## src/rtl/joypad_io_pkg.sv

```systemverilog
// Joypad port responder: shared constants and types.
// Used by RTL and bench via import joypad_io_pkg::*.
package joypad_io_pkg;

  localparam logic [15:0] JOY0_ADDR_DEF = 16'h4016;
  localparam logic [15:0] JOY1_ADDR_DEF = 16'h4017;
  localparam logic [7:0]  JOY_OPEN_BUS  = 8'h40;

  localparam int BTN_A      = 0;
  localparam int BTN_B      = 1;
  localparam int BTN_SELECT = 2;
  localparam int BTN_START  = 3;
  localparam int BTN_UP     = 4;
  localparam int BTN_DOWN   = 5;
  localparam int BTN_LEFT   = 6;
  localparam int BTN_RIGHT  = 7;

  typedef logic [7:0] joypad_btn_t;

endpackage

```

## src/rtl/joypad_shift.sv

```systemverilog
// One pad: input synchronizer, parallel load, serial shift.
// Ports: clk, reset_n, strobe, shift_en, btn -> bit0.
module joypad_shift
  import joypad_io_pkg::*;
#(
  parameter int SYNC_STAGES = 2
) (
  input  logic        clk,
  input  logic        reset_n,
  input  logic        strobe,
  input  logic        shift_en,
  input  joypad_btn_t btn,
  output logic        bit0
);

  joypad_btn_t r_sync [SYNC_STAGES];
  joypad_btn_t r_sr;
  joypad_btn_t w_synced;

  assign w_synced = r_sync[SYNC_STAGES-1];
  assign bit0     = r_sr[0];

  always_ff @(posedge clk) begin
    if (!reset_n) begin
      for (int i = 0; i < SYNC_STAGES; i++)
        r_sync[i] <= '0;
      r_sr <= '0;
    end else begin
      r_sync[0] <= btn;
      for (int i = 1; i < SYNC_STAGES; i++)
        r_sync[i] <= r_sync[i-1];
      // Load wins over shift; 1s fill after
      // the last button has been shifted out.
      if (strobe)
        r_sr <= w_synced;
      else if (shift_en)
        r_sr <= {1'b1, r_sr[7:1]};
    end
  end

endmodule

```

## src/rtl/joypad_io.sv

```systemverilog
// Controller-port responder for $4016/$4017 on the CPU bus.
// Ports: clk, reset_n, addr, din, we, re, pad0/1_btn -> dout, dout_en.
module joypad_io
  import joypad_io_pkg::*;
#(
  parameter int ADDR_WIDTH  = 16,
  parameter int REG_WIDTH   = 8,
  parameter logic [ADDR_WIDTH-1:0] JOY0_ADDR = JOY0_ADDR_DEF,
  parameter logic [ADDR_WIDTH-1:0] JOY1_ADDR = JOY1_ADDR_DEF,
  parameter logic [REG_WIDTH-1:0]  OPEN_BUS  = JOY_OPEN_BUS,
  parameter int SYNC_STAGES = 2
) (
  input  logic                  clk,
  input  logic                  reset_n,
  input  logic [ADDR_WIDTH-1:0] addr,
  input  logic [REG_WIDTH-1:0]  din,
  input  logic                  we,
  input  logic                  re,
  input  joypad_btn_t           pad0_btn,
  input  joypad_btn_t           pad1_btn,
  output logic [REG_WIDTH-1:0]  dout,
  output logic                  dout_en
);

  logic r_strobe;
  logic w_sel0;
  logic w_sel1;
  logic w_rd;
  logic w_bit0;
  logic w_bit1;
  logic w_unused_din;

  assign w_sel0 = (addr == JOY0_ADDR);
  assign w_sel1 = (addr == JOY1_ADDR);
  // A simultaneous write suppresses the read.
  assign w_rd   = re & ~we;
  assign w_unused_din = ^din[REG_WIDTH-1:1];

  always_ff @(posedge clk) begin
    if (!reset_n)
      r_strobe <= 1'b0;
    else if (we && w_sel0)
      r_strobe <= din[0];
  end

  joypad_shift #(
    .SYNC_STAGES (SYNC_STAGES)
  ) u_pad0 (
    .clk      (clk),
    .reset_n  (reset_n),
    .strobe   (r_strobe),
    .shift_en (w_rd & w_sel0),
    .btn      (pad0_btn),
    .bit0     (w_bit0)
  );

  joypad_shift #(
    .SYNC_STAGES (SYNC_STAGES)
  ) u_pad1 (
    .clk      (clk),
    .reset_n  (reset_n),
    .strobe   (r_strobe),
    .shift_en (w_rd & w_sel1),
    .btn      (pad1_btn),
    .bit0     (w_bit1)
  );

  always_comb begin
    dout_en = w_rd & (w_sel0 | w_sel1);
    dout    = '0;
    if (dout_en)
      dout = {OPEN_BUS[REG_WIDTH-1:1],
              w_sel0 ? w_bit0 : w_bit1};
  end

endmodule

```

## config.mk

```make
export PLATFORM = sky130hd
export DESIGN_NAME = joypad_io
export DESIGN_NICKNAME = d
export VERILOG_FILES = /design/src/rtl/joypad_io_pkg.sv /design/src/rtl/joypad_shift.sv /design/src/rtl/joypad_io.sv
export SDC_FILE = /design/constraint.sdc
export NUM_CORES = 1
export LEC_CHECK = 0
export CAP_MARGIN = 40
export CELL_PAD_IN_SITES_DETAIL_PLACEMENT = 1
export CELL_PAD_IN_SITES_GLOBAL_PLACEMENT = 2
export CORE_UTILIZATION = 25
export CTS_CLUSTER_SIZE = 8
export DETAILED_ROUTE_END_ITERATION = 8
export GPL_ROUTABILITY_DRIVEN = 0
export GPL_TIMING_DRIVEN = 0
export PLACE_DENSITY_LB_ADDON = 0.12
export REMOVE_ABC_BUFFERS = 1
export SYNTH_ARGS = -nofsm -noshare
export SYNTH_HDL_FRONTEND = slang
export SYNTH_SLANG_ARGS = --single-unit
export TNS_END_PERCENT = 1
```

## constraint.sdc

```tcl
create_clock -name clk -period 2.6 [get_ports clk]
set_input_delay 0.52 -clock clk [delete_from_list [all_inputs] [get_ports clk]]
set_output_delay 0.52 -clock clk [all_outputs]
set_load 0.005 [all_outputs]
```

== Word-level counts from Yosys, hierarchy flattened ==
Memory sizes are Yosys's and may differ from the RTL's.
Cells that the tools add are included.
Operators by class
  equality and inequality tests: 2
  muxes and demuxes: 12
  bitwise logic cells: 10
  reductions and logical operators: 3
Operators by type and width (number)
  2-to-1 mux 8 bit: 8
  equality test 16 x 15 -> 1 bit (second input constant): 2
  2-to-1 mux 7 bit: 1
  bitwise OR 1 bit: 5
  bitwise AND 1 bit: 4
  nonzero test 2 bit: 2
  2-to-1 mux 1 bit: 3
  logical AND 1 bit: 1
  NOT 1 bit: 1
Storage, ports and cells
  register bits: 17
  memory bits (writable): 32
  input bits: 44
  output and inout bits: 9
  word-level logic and storage cells: 32
  memories: 2
Memory list
  u_pad0.r_sync: depth 2, bits a word 8, rd ports 2, clocked after Yosys merged registers in 0, wr ports 2, RTL line joypad_shift.sv:16  | joypad_btn_t r_sync [SYNC_STAGES];
  u_pad1.r_sync: depth 2, bits a word 8, rd ports 2, clocked after Yosys merged registers in 0, wr ports 2, RTL line joypad_shift.sv:16

== Depth between registers and ports, before layout ==
Gate-level depths: netlist (run 1).
  word-level depth: 5
  mapped depth: 6
  gate-level depth less buffers: 4

== By module ==
Synthesis (run 1) repeated with hierarchy kept, for this count alone.
Second synthesis, totals
  cell total of the unflattened synthesis: 158
  area, all modules: 1878.1 µm²
By module, submodules not included
  joypad_shift: times used 2, cells an instance 67, area an instance 842.1 µm², seq. area each 480.5 µm²
  joypad_io: times used 1, cells an instance 24, area an instance 193.9 µm², seq. area each 20.0 µm²

== Worst setup path after synthesis (run 1) ==
No wires, ideal clock.
  path type: input to output
  from: input port addr[9]
  to: output port dout[6]
  arrival: 2.097 ns
  required time: 2.080 ns
  path slack: -0.017 ns
  cell stages on the path: 6
  buffers on the path: 3
  cells stage by stage: or4_4 -> or4_4 -> buf_6 -> buf_8 -> nor2_1 -> buf_4
On the way
  cells in the longest elaborated chain, start to end: 4
RTL lines
  start: declaration: RTL line joypad_io.sv:15  | input logic [ADDR_WIDTH-1:0] addr,
  equality test 16 x 15 -> 1 bit (on tied branches): RTL line joypad_io.sv:33, joypad_io.sv:34
  bitwise OR 1 bit *: RTL line joypad_io.sv:69  | dout_en = w_rd & (w_sel0 | w_sel1);
  bitwise AND 1 bit *: RTL line joypad_io.sv:69
  via dout_en: RTL line joypad_io.sv:22  | output logic dout_en
  2-to-1 mux 7 bit *: RTL line joypad_io.sv:71  | if (dout_en)
  end: declaration: RTL line joypad_io.sv:21  | output logic [REG_WIDTH-1:0] dout,
Mark *: on every way through the listed nets, which the timed path passes. The rest lies on a longest branch.

== Worst setup path in the final report (run 1) ==
  from: input port addr[8]
  to: output port dout[0]
On the way
  cells in the longest elaborated chain, start to end: 4
RTL lines (RTL line)
  equality test 16 x 15 -> 1 bit (on tied branches): joypad_io.sv:33, joypad_io.sv:34
  bitwise OR 1 bit: joypad_io.sv:69
  bitwise AND 1 bit: joypad_io.sv:69
  2-to-1 mux 7 bit *: joypad_io.sv:71
Mark *: on every way between the ends. The rest lies on a longest branch, timed or not.

==> results.sh, run 1 <==
export IMPL_synth_compound_area_share_pct=19.8
export IMPL_dieWidth_um=88.4
export IMPL_drt_iter0_drc=47
export IMPL_viasPerCell=4.52
export IMPL_cts_sinks=49
export IMPL_placed_cell_area_um2=2280
export IMPL_finClkSkew_ns=0.00429
export IMPL_overflow=0
export IMPL_die_y_um=88.4
export IMPL_worst_path_max_fanout=3
export IMPL_synth_sequential_area_ratio_pct=52.5
export IMPL_cts_htree_levels=2
export IMPL_cp_required_ns=2.08
export IMPL_hold_viol=0
export IMPL_pin_count=53
export IMPL_static_leakage_power_nw=0.916
export IMPL_final_min_period_over_clock_period_pct=99.6
export IMPL_hold_class="reg -> reg"
export IMPL_setup_worst_path_start_class="input pin"
export IMPL_vias_in_the_first_global_route=1428
export IMPL_vdd_ir_drop_max_uv=147
export IMPL_synth_area_per_cell_um2=9.93
export IMPL_wl_per_cell_um=12.5
export IMPL_fin_worst_hold_slack_ns=0.430
export IMPL_netlist_instances=188
export IMPL_synthesis_yosys_warnings=0
export IMPL_post_synth_and_or_nand_nor_area_fraction_pct=18.4
export IMPL_synth_ff_latch_count=49
export IMPL_clkSlewWorstSetupHoldPaths_ns=0.08
export IMPL_antenna_violations_before_repair=0
export IMPL_grt_start_max_net_pins=27
export IMPL_critical_path_endpoint_type="output port"
export IMPL_slew_headroom_pct=39.6
export IMPL_criticalPathCategory="in -> out"
export IMPL_reg2reg_depth=3
export IMPL_track_usage_pct=10.9
export IMPL_crit_chain="buf_2 -> or4_4 -> or4_4 -> buf_12 -> nor3_2 -> buf_2"
export IMPL_wirelength_um=4100
export IMPL_timing_fmax_ghz=0.386
export IMPL_rsz_0062_raised_after_global_routing="true"
export IMPL_cts_buffers_inserted=5
export IMPL_worst_pin_slew_ns=0.899
export IMPL_place_port_buffers=39
export IMPL_clockBufferDepth=2
export IMPL_report_final_setup_viol=0
export IMPL_via_count=1477
export IMPL_detailedPlacementHpwl_um=2800
export IMPL_clock_root_buffer="sky130_fd_sc_hd__clkbuf_8"
export IMPL_run_status="complete, no violations"
export IMPL_nNetsFinal=271
export IMPL_post_route_cells_drive_above_1_share_pct=16.2
export IMPL_timing_critical_path_slowest_cell_delay_ns=0.55
export IMPL_timing_critical_path_buf_inv=3
export IMPL_wire_length_of_the_first_global_routing_pass_um=6530
export IMPL_total_non_filler_cell_area_in_the_finished_layout_um2=2450
export IMPL_drtAntennaViolNets=0
export IMPL_initial_core_util_pct=25.7
export IMPL_syn_cell_area_um2=1870
export IMPL_yosys_area_share_xor_xnor_pct=0
export IMPL_main_combinational_cell_family_by_area_after_synthesis="compound AO/OA/AOI/OAI gates"
export IMPL_worst_path_stages=6
export IMPL_r2r_setup_slk_ns=0.95
export IMPL_post_synth_mux_area_share_pct=0.536
export IMPL_n_antenna_cell=0
export IMPL_drt_pass1_iterations=4
export IMPL_timing_max_cap_violations=0
export IMPL_cellPowerDensity_nw_per_um2=537
export IMPL_area_growth_synth_to_final_pct=31.2
export IMPL_hold_depth=1
export IMPL_cts_tree="done"
export IMPL_critical_path_slowest_cell="sky130_fd_sc_hd__or4_4"
export IMPL_post_cts_hold_buffer_count=0
export IMPL_post_route_min_period_ns=2.59
export IMPL_fillers=837
export IMPL_worst_ep_arrival_time_ns=2.07
export IMPL_floorplan_rows=31
export IMPL_synth_adder_area_share_pct=0
export IMPL_synthDistinctLibCells=31
export IMPL_fp_coreArea_um2=7250
export IMPL_drcViolationCount=0
export IMPL_clock_latency_ns=0.29
export IMPL_die_area_um2=7820
export IMPL_final_max_slew_violation_count=0
export IMPL_critical_path_top_delay_family="simple AND/OR/NAND/NOR gates"
## final cells by class
| type | count | area [um2] | share of cell area, % |
|---|---|---|---|
| Clock inverter | 2 | 10.0 | 0.409 |
| Inverter | 4 | 15.0 | 0.613 |
| Multi-Input combinational cell | 119 | 801 | 32.7 |
| Clock buffer | 6 | 72.6 | 2.96 |
| Timing Repair Buffer | 48 | 445 | 18.2 |
| Tap cell | 99 | 124 | 5.06 |
| Sequential cell | 49 | 981 | 40.1 |
## Yosys cell counts, drive strengths merged
| master | n | share of area (%) |
|---|---|---|
| a21oi | 14 | 3.8 |
| a31oi | 1 | 0.34 |
| a41oi | 13 | 6.1 |
| and2 | 32 | 11 |
| buf | 13 | 6.0 |
| clkbuf | 8 | 1.8 |
| conb | 1 | 0.20 |
| dfxtp | 49 | 53 |
| inv | 4 | 0.80 |
| mux2i | 1 | 0.54 |
| nand2 | 3 | 0.60 |
| nand3 | 1 | 0.27 |
| nand4 | 1 | 0.34 |
| nand4bb | 2 | 1.2 |
| nor2 | 3 | 0.60 |
| nor2b | 1 | 0.34 |
| nor3 | 2 | 0.80 |
| nor4 | 1 | 1.1 |
| o211a | 1 | 0.54 |
| o21a | 2 | 0.80 |
| o21ai | 30 | 8.2 |
| or3 | 1 | 0.34 |
| or4 | 4 | 2.0 |
## stage by stage
stage               worst slack [ns]  TNS, ns  total power (W)  std cells  util (%)
floorplan                      0.214        0         0.000826        172         -
global placement              -0.978    -6.95         0.000897        310      31.1
detailed placement            -0.985    -4.49         0.000904        312      31.4
CTS                          -0.0544  -0.0544          0.00134        327      33.7
global route                 -0.0626  -0.0626          0.00139        327      33.8
finish                        0.0110        0          0.00131        327      33.8
## placed cells by master, fill, tap and decap left out, types with 3 or more instances in the layout
| master | netlist | routed |
|---|---|---|
| sky130_fd_sc_hd__a21oi_1 | 14 | 14 |
| sky130_fd_sc_hd__a41oi_1 | 13 | 13 |
| sky130_fd_sc_hd__and2_1 | 32 | 32 |
| sky130_fd_sc_hd__buf_2 | 2 | 8 |
| sky130_fd_sc_hd__buf_4 | 7 | 5 |
| sky130_fd_sc_hd__clkbuf_8 | 0 | 5 |
| sky130_fd_sc_hd__clkdlybuf4s50_1 | 0 | 20 |
| sky130_fd_sc_hd__conb_1 | 1 | 6 |
| sky130_fd_sc_hd__dfxtp_1 | 49 | 49 |
| sky130_fd_sc_hd__dlygate4sd2_1 | 0 | 8 |
| sky130_fd_sc_hd__inv_1 | 4 | 4 |
| sky130_fd_sc_hd__nand2_1 | 3 | 3 |
| sky130_fd_sc_hd__o21ai_0 | 22 | 22 |
| sky130_fd_sc_hd__o21ai_1 | 7 | 7 |
| sky130_fd_sc_hd__or4_4 | 2 | 4 |
## worst paths after layout
kind	end	from
hold / removal	u_pad0.r_sync[0][13]	u_pad0.r_sync[0][5]
setup / recovery	dout[0]	addr[8]
setup reg to reg	u_pad1.r_sr[0]	r_strobe
hold reg to reg	u_pad0.r_sync[0][13]	u_pad0.r_sync[0][5]
## report_power, final
group	switching (W)	leakage, nW	internal, W
combinational	0.0000439	0.469	0.0000651
clock	0.000242	0.0450	0.000187
sequential	0.00000429	0.402	0.000773
total	0.000290	0.916	0.00102
## worst reg2reg max path, stage by stage, from the launching register on
cell,delay (ns)
sky130_fd_sc_hd__dfxtp_1,0.74
sky130_fd_sc_hd__inv_1,0.42
sky130_fd_sc_hd__o21ai_0,0.30
sky130_fd_sc_hd__a31oi_1,0.06
## registers in the layout, summed over array words and instances, names as in the netlist
name,count
r_strobe,1
u_pad0.r_sr,8
u_pad0.r_sync,16
u_pad1.r_sr,8
u_pad1.r_sync,16
## per-layer routing
| metal | share of wire (%) | GRT usage [%] | vias up | wire (um) |
|---|---|---|---|---|
| met3 | 5.8 | 2.89 | 4 | 236 |
| met5 | 0 | 0 | - | 0 |
| met2 | 47 | 19.0 | 43 | 1920 |
| met4 | 0.95 | 3.52 | 0 | 39 |
| met1 | 46 | 13.2 | 707 | 1900 |
| li1 | - | - | 723 | - |
## kinds of logic after synthesis
family                 after synthesis
other                                1
AO/OA/AOI/OAI                       61
buffers and inverters               25
AND/OR/NAND/NOR                     51
flip-flops                          49
multiplexers                         1
## repair_timing
item	4_1_cts	5_1_grt
gates resized for setup	65	1
cloned	0	0
buffers inserted	7	0
pin swaps	7	1
endpoints found under the setup margin	3	1
No activity file was read; power rests on OpenSTA's default activity.
==> inputs of run 2 (changes only) <==
Settings changed: REMOVE_ABC_BUFFERS 1 to unset.
==> run 2 against run 1 <==
The flow now finishes with violations (setup timing). Core utilization is 1.5 points higher. Clock-buffer cell count is 1 lower. Die area stayed put. Flip-flop and latch count stayed put. Global-route usage is 0.27 points higher. Combinational power is 5% higher. First-iteration DRC count is 21% higher. Highest routed layer unchanged.
==> results.sh, run 2 (synthesis results as in run 1) <==
export IMPL_run_status="complete, but fails checks"
export IMPL_violated_checks="setup timing"
export IMPL_final_max_slew_violation_count=0
export IMPL_final_min_period_over_clock_period_pct=102
export IMPL_area_growth_synth_to_final_pct=36.9
export IMPL_layout_commonest_cell="sky130_fd_sc_hd__dfxtp_1"
export IMPL_report_final_setup_viol=1
export IMPL_floorplan_rows=31
export IMPL_crit_reg2reg_capture="u_pad1.r_sr[5]"
export IMPL_hold_path_endpoint="u_pad1.r_sync[0][11]"
export IMPL_worst_path_max_fanout=3
export IMPL_vias_in_the_first_global_route=1436
export IMPL_setup_tns_final_ns=-0.0584
export IMPL_timing_fmax_ghz=0.376
export IMPL_grt_start_max_net_pins=15
export IMPL_cts_tree="done"
export IMPL_hold_depth=1
export IMPL_wl_per_cell_um=12.0
export IMPL_mostFrequentLayoutCells="sky130_fd_sc_hd__dfxtp_1 (49), sky130_fd_sc_hd__and2_1 (32), sky130_fd_sc_hd__o21ai_0 (22), sky130_fd_sc_hd__clkdlybuf4s50_1 (19), sky130_fd_sc_hd__a21oi_1 (14)"
export IMPL_cts_buffers_inserted=5
export IMPL_cp_startpoint="addr[11]"
export IMPL_postLayoutSetupSlackWorst_ns=-0.0584
export IMPL_place_port_buffers=38
export IMPL_clock_latency_ns=0.29
export IMPL_crit_reg2reg_launch="r_strobe"
export IMPL_antenna_violations_before_repair=0
export IMPL_wire_length_of_the_first_global_routing_pass_um=6760
export IMPL_hold_viol=0
export IMPL_dieWidth_um=88.4
export IMPL_drt_iter0_drc=57
export IMPL_post_route_min_period_ns=2.66
export IMPL_multi_input_comb_area_um2=807
export IMPL_critical_path_endpoint_type="output port"
export IMPL_finClkSkew_ns=0.0101
export IMPL_clkSlewWorstSetupHoldPaths_ns=0.09
export IMPL_cts_sinks=49
export IMPL_setup_worst_path_start_class="input pin"
export IMPL_drcViolationCount=0
export IMPL_reg2reg_depth=5
export IMPL_die_area_um2=7820
export IMPL_timing_max_cap_violations=0
export IMPL_r2r_setup_slk_ns=1.13
export IMPL_fillers=860
export IMPL_ff_latch_area_um2=981
export IMPL_rsz_0062_raised_after_global_routing="true"
export IMPL_hold_path_startpoint="u_pad1.r_sync[0][3]"
export IMPL_cts_htree_levels=2
export IMPL_track_usage_pct=11.2
export IMPL_cp_required_ns=2.08
export IMPL_static_leakage_power_nw=0.985
export IMPL_vdd_ir_drop_max_uv=321
export IMPL_largestRegisters="u_pad0.r_sync x16, u_pad1.r_sync x16"
export IMPL_clock_root_buffer="sky130_fd_sc_hd__clkbuf_8"
export IMPL_fp_coreArea_um2=7250
export IMPL_drt_pass1_iterations=4
export IMPL_die_y_um=88.4
export IMPL_cellPowerDensity_nw_per_um2=552
export IMPL_clockBufferDepth=2
export IMPL_via_count=1416
export IMPL_viasPerCell=4.14
export IMPL_nNetsFinal=287
export IMPL_overflow=0
export IMPL_initial_core_util_pct=25.7
export IMPL_detailedPlacementHpwl_um=2920
export IMPL_post_route_cells_drive_above_1_share_pct=18.1
export IMPL_wirelength_um=4110
export IMPL_place_worst_setup_slack_ns=-0.918
export IMPL_criticalPathCategory="in -> out"
export IMPL_worst_ep_arrival_time_ns=2.14
export IMPL_fin_worst_hold_slack_ns=0.432
export IMPL_drtAntennaViolNets=0
export IMPL_n_antenna_cell=0
export IMPL_hold_class="reg -> reg"
export IMPL_pin_count=53
## run 2: changes by cell type in the layout (fill, tap and decap cells not counted), sizes merged
cell           change
buf                +8
bufinv             +1
clkbuf             +7
clkdlybuf4s15      +1
clkdlybuf4s50      -1
clkinv             -1
## run 2: critical path: stages
cell	delay (ns)
sky130_fd_sc_hd__buf_6	0.09
sky130_fd_sc_hd__or4_4	0.55
sky130_fd_sc_hd__or4_4	0.53
sky130_fd_sc_hd__mux2i_4	0.21
sky130_fd_sc_hd__nor3_4	0.11
sky130_fd_sc_hd__buf_2	0.13
## run 2: what timing repair did
action                                  CTS  global route
hold buffers                              0             0
gates resized for setup                  54             1
cloned                                    0             0
endpoints found under the setup margin    3             3
setup buffers                             6             1
pin swaps                                 8             3
## run 2: metrics by stage
step	power (W)	instance area (um2)	std cells	util [%]
floorplan	0.000844	1890	193	-
global placement	0.000909	2390	330	33.0
detailed placement	0.000910	2390	330	33.0
CTS	0.00143	2540	341	35.1
global route	0.00148	2560	342	35.2
finish	0.00141	2560	342	35.2
## run 2: how the worst max path moves through the flow
stage              end  slack, ns
4_1_cts        dout[0]       -0.1
3_3_place_gp   dout[6]      -0.92
2_1_floorplan  dout[6]       0.02
6_report       dout[0]      -0.06
3_5_place_dp   dout[0]      -0.92
5_1_grt        dout[0]      -0.11
## run 2: layout make-up
type | instances | area share (%)
plain buffers | 19 | 4.65
inverters | 4 | 0.587
well taps | 99 | 4.85
clock inverters | 2 | 1.37
flip-flops and latches | 49 | 38.4
clock buffers | 5 | 2.69
multi-input cells | 119 | 31.6
repair buffers | 45 | 15.9
## run 2: where the power goes
group          internal, W  total [W]  switching, W
combinational    0.0000683   0.000114     0.0000459
clock             0.000280   0.000521      0.000241
sequential        0.000773   0.000777    0.00000421
total              0.00112    0.00141      0.000292
## run 2: metal layers
metal / global-route usage [%] / vias up / routed length [um] / part of all wire (%)
met4: 3.52 / 0 / 41 / 1.0
met5: 0 / - / 0 / 0
met3: 3.17 / 4 / 281 / 6.8
li1: - / 754 / - / -
met2: 18.6 / 42 / 1780 / 43
met1: 14.1 / 616 / 2000 / 49
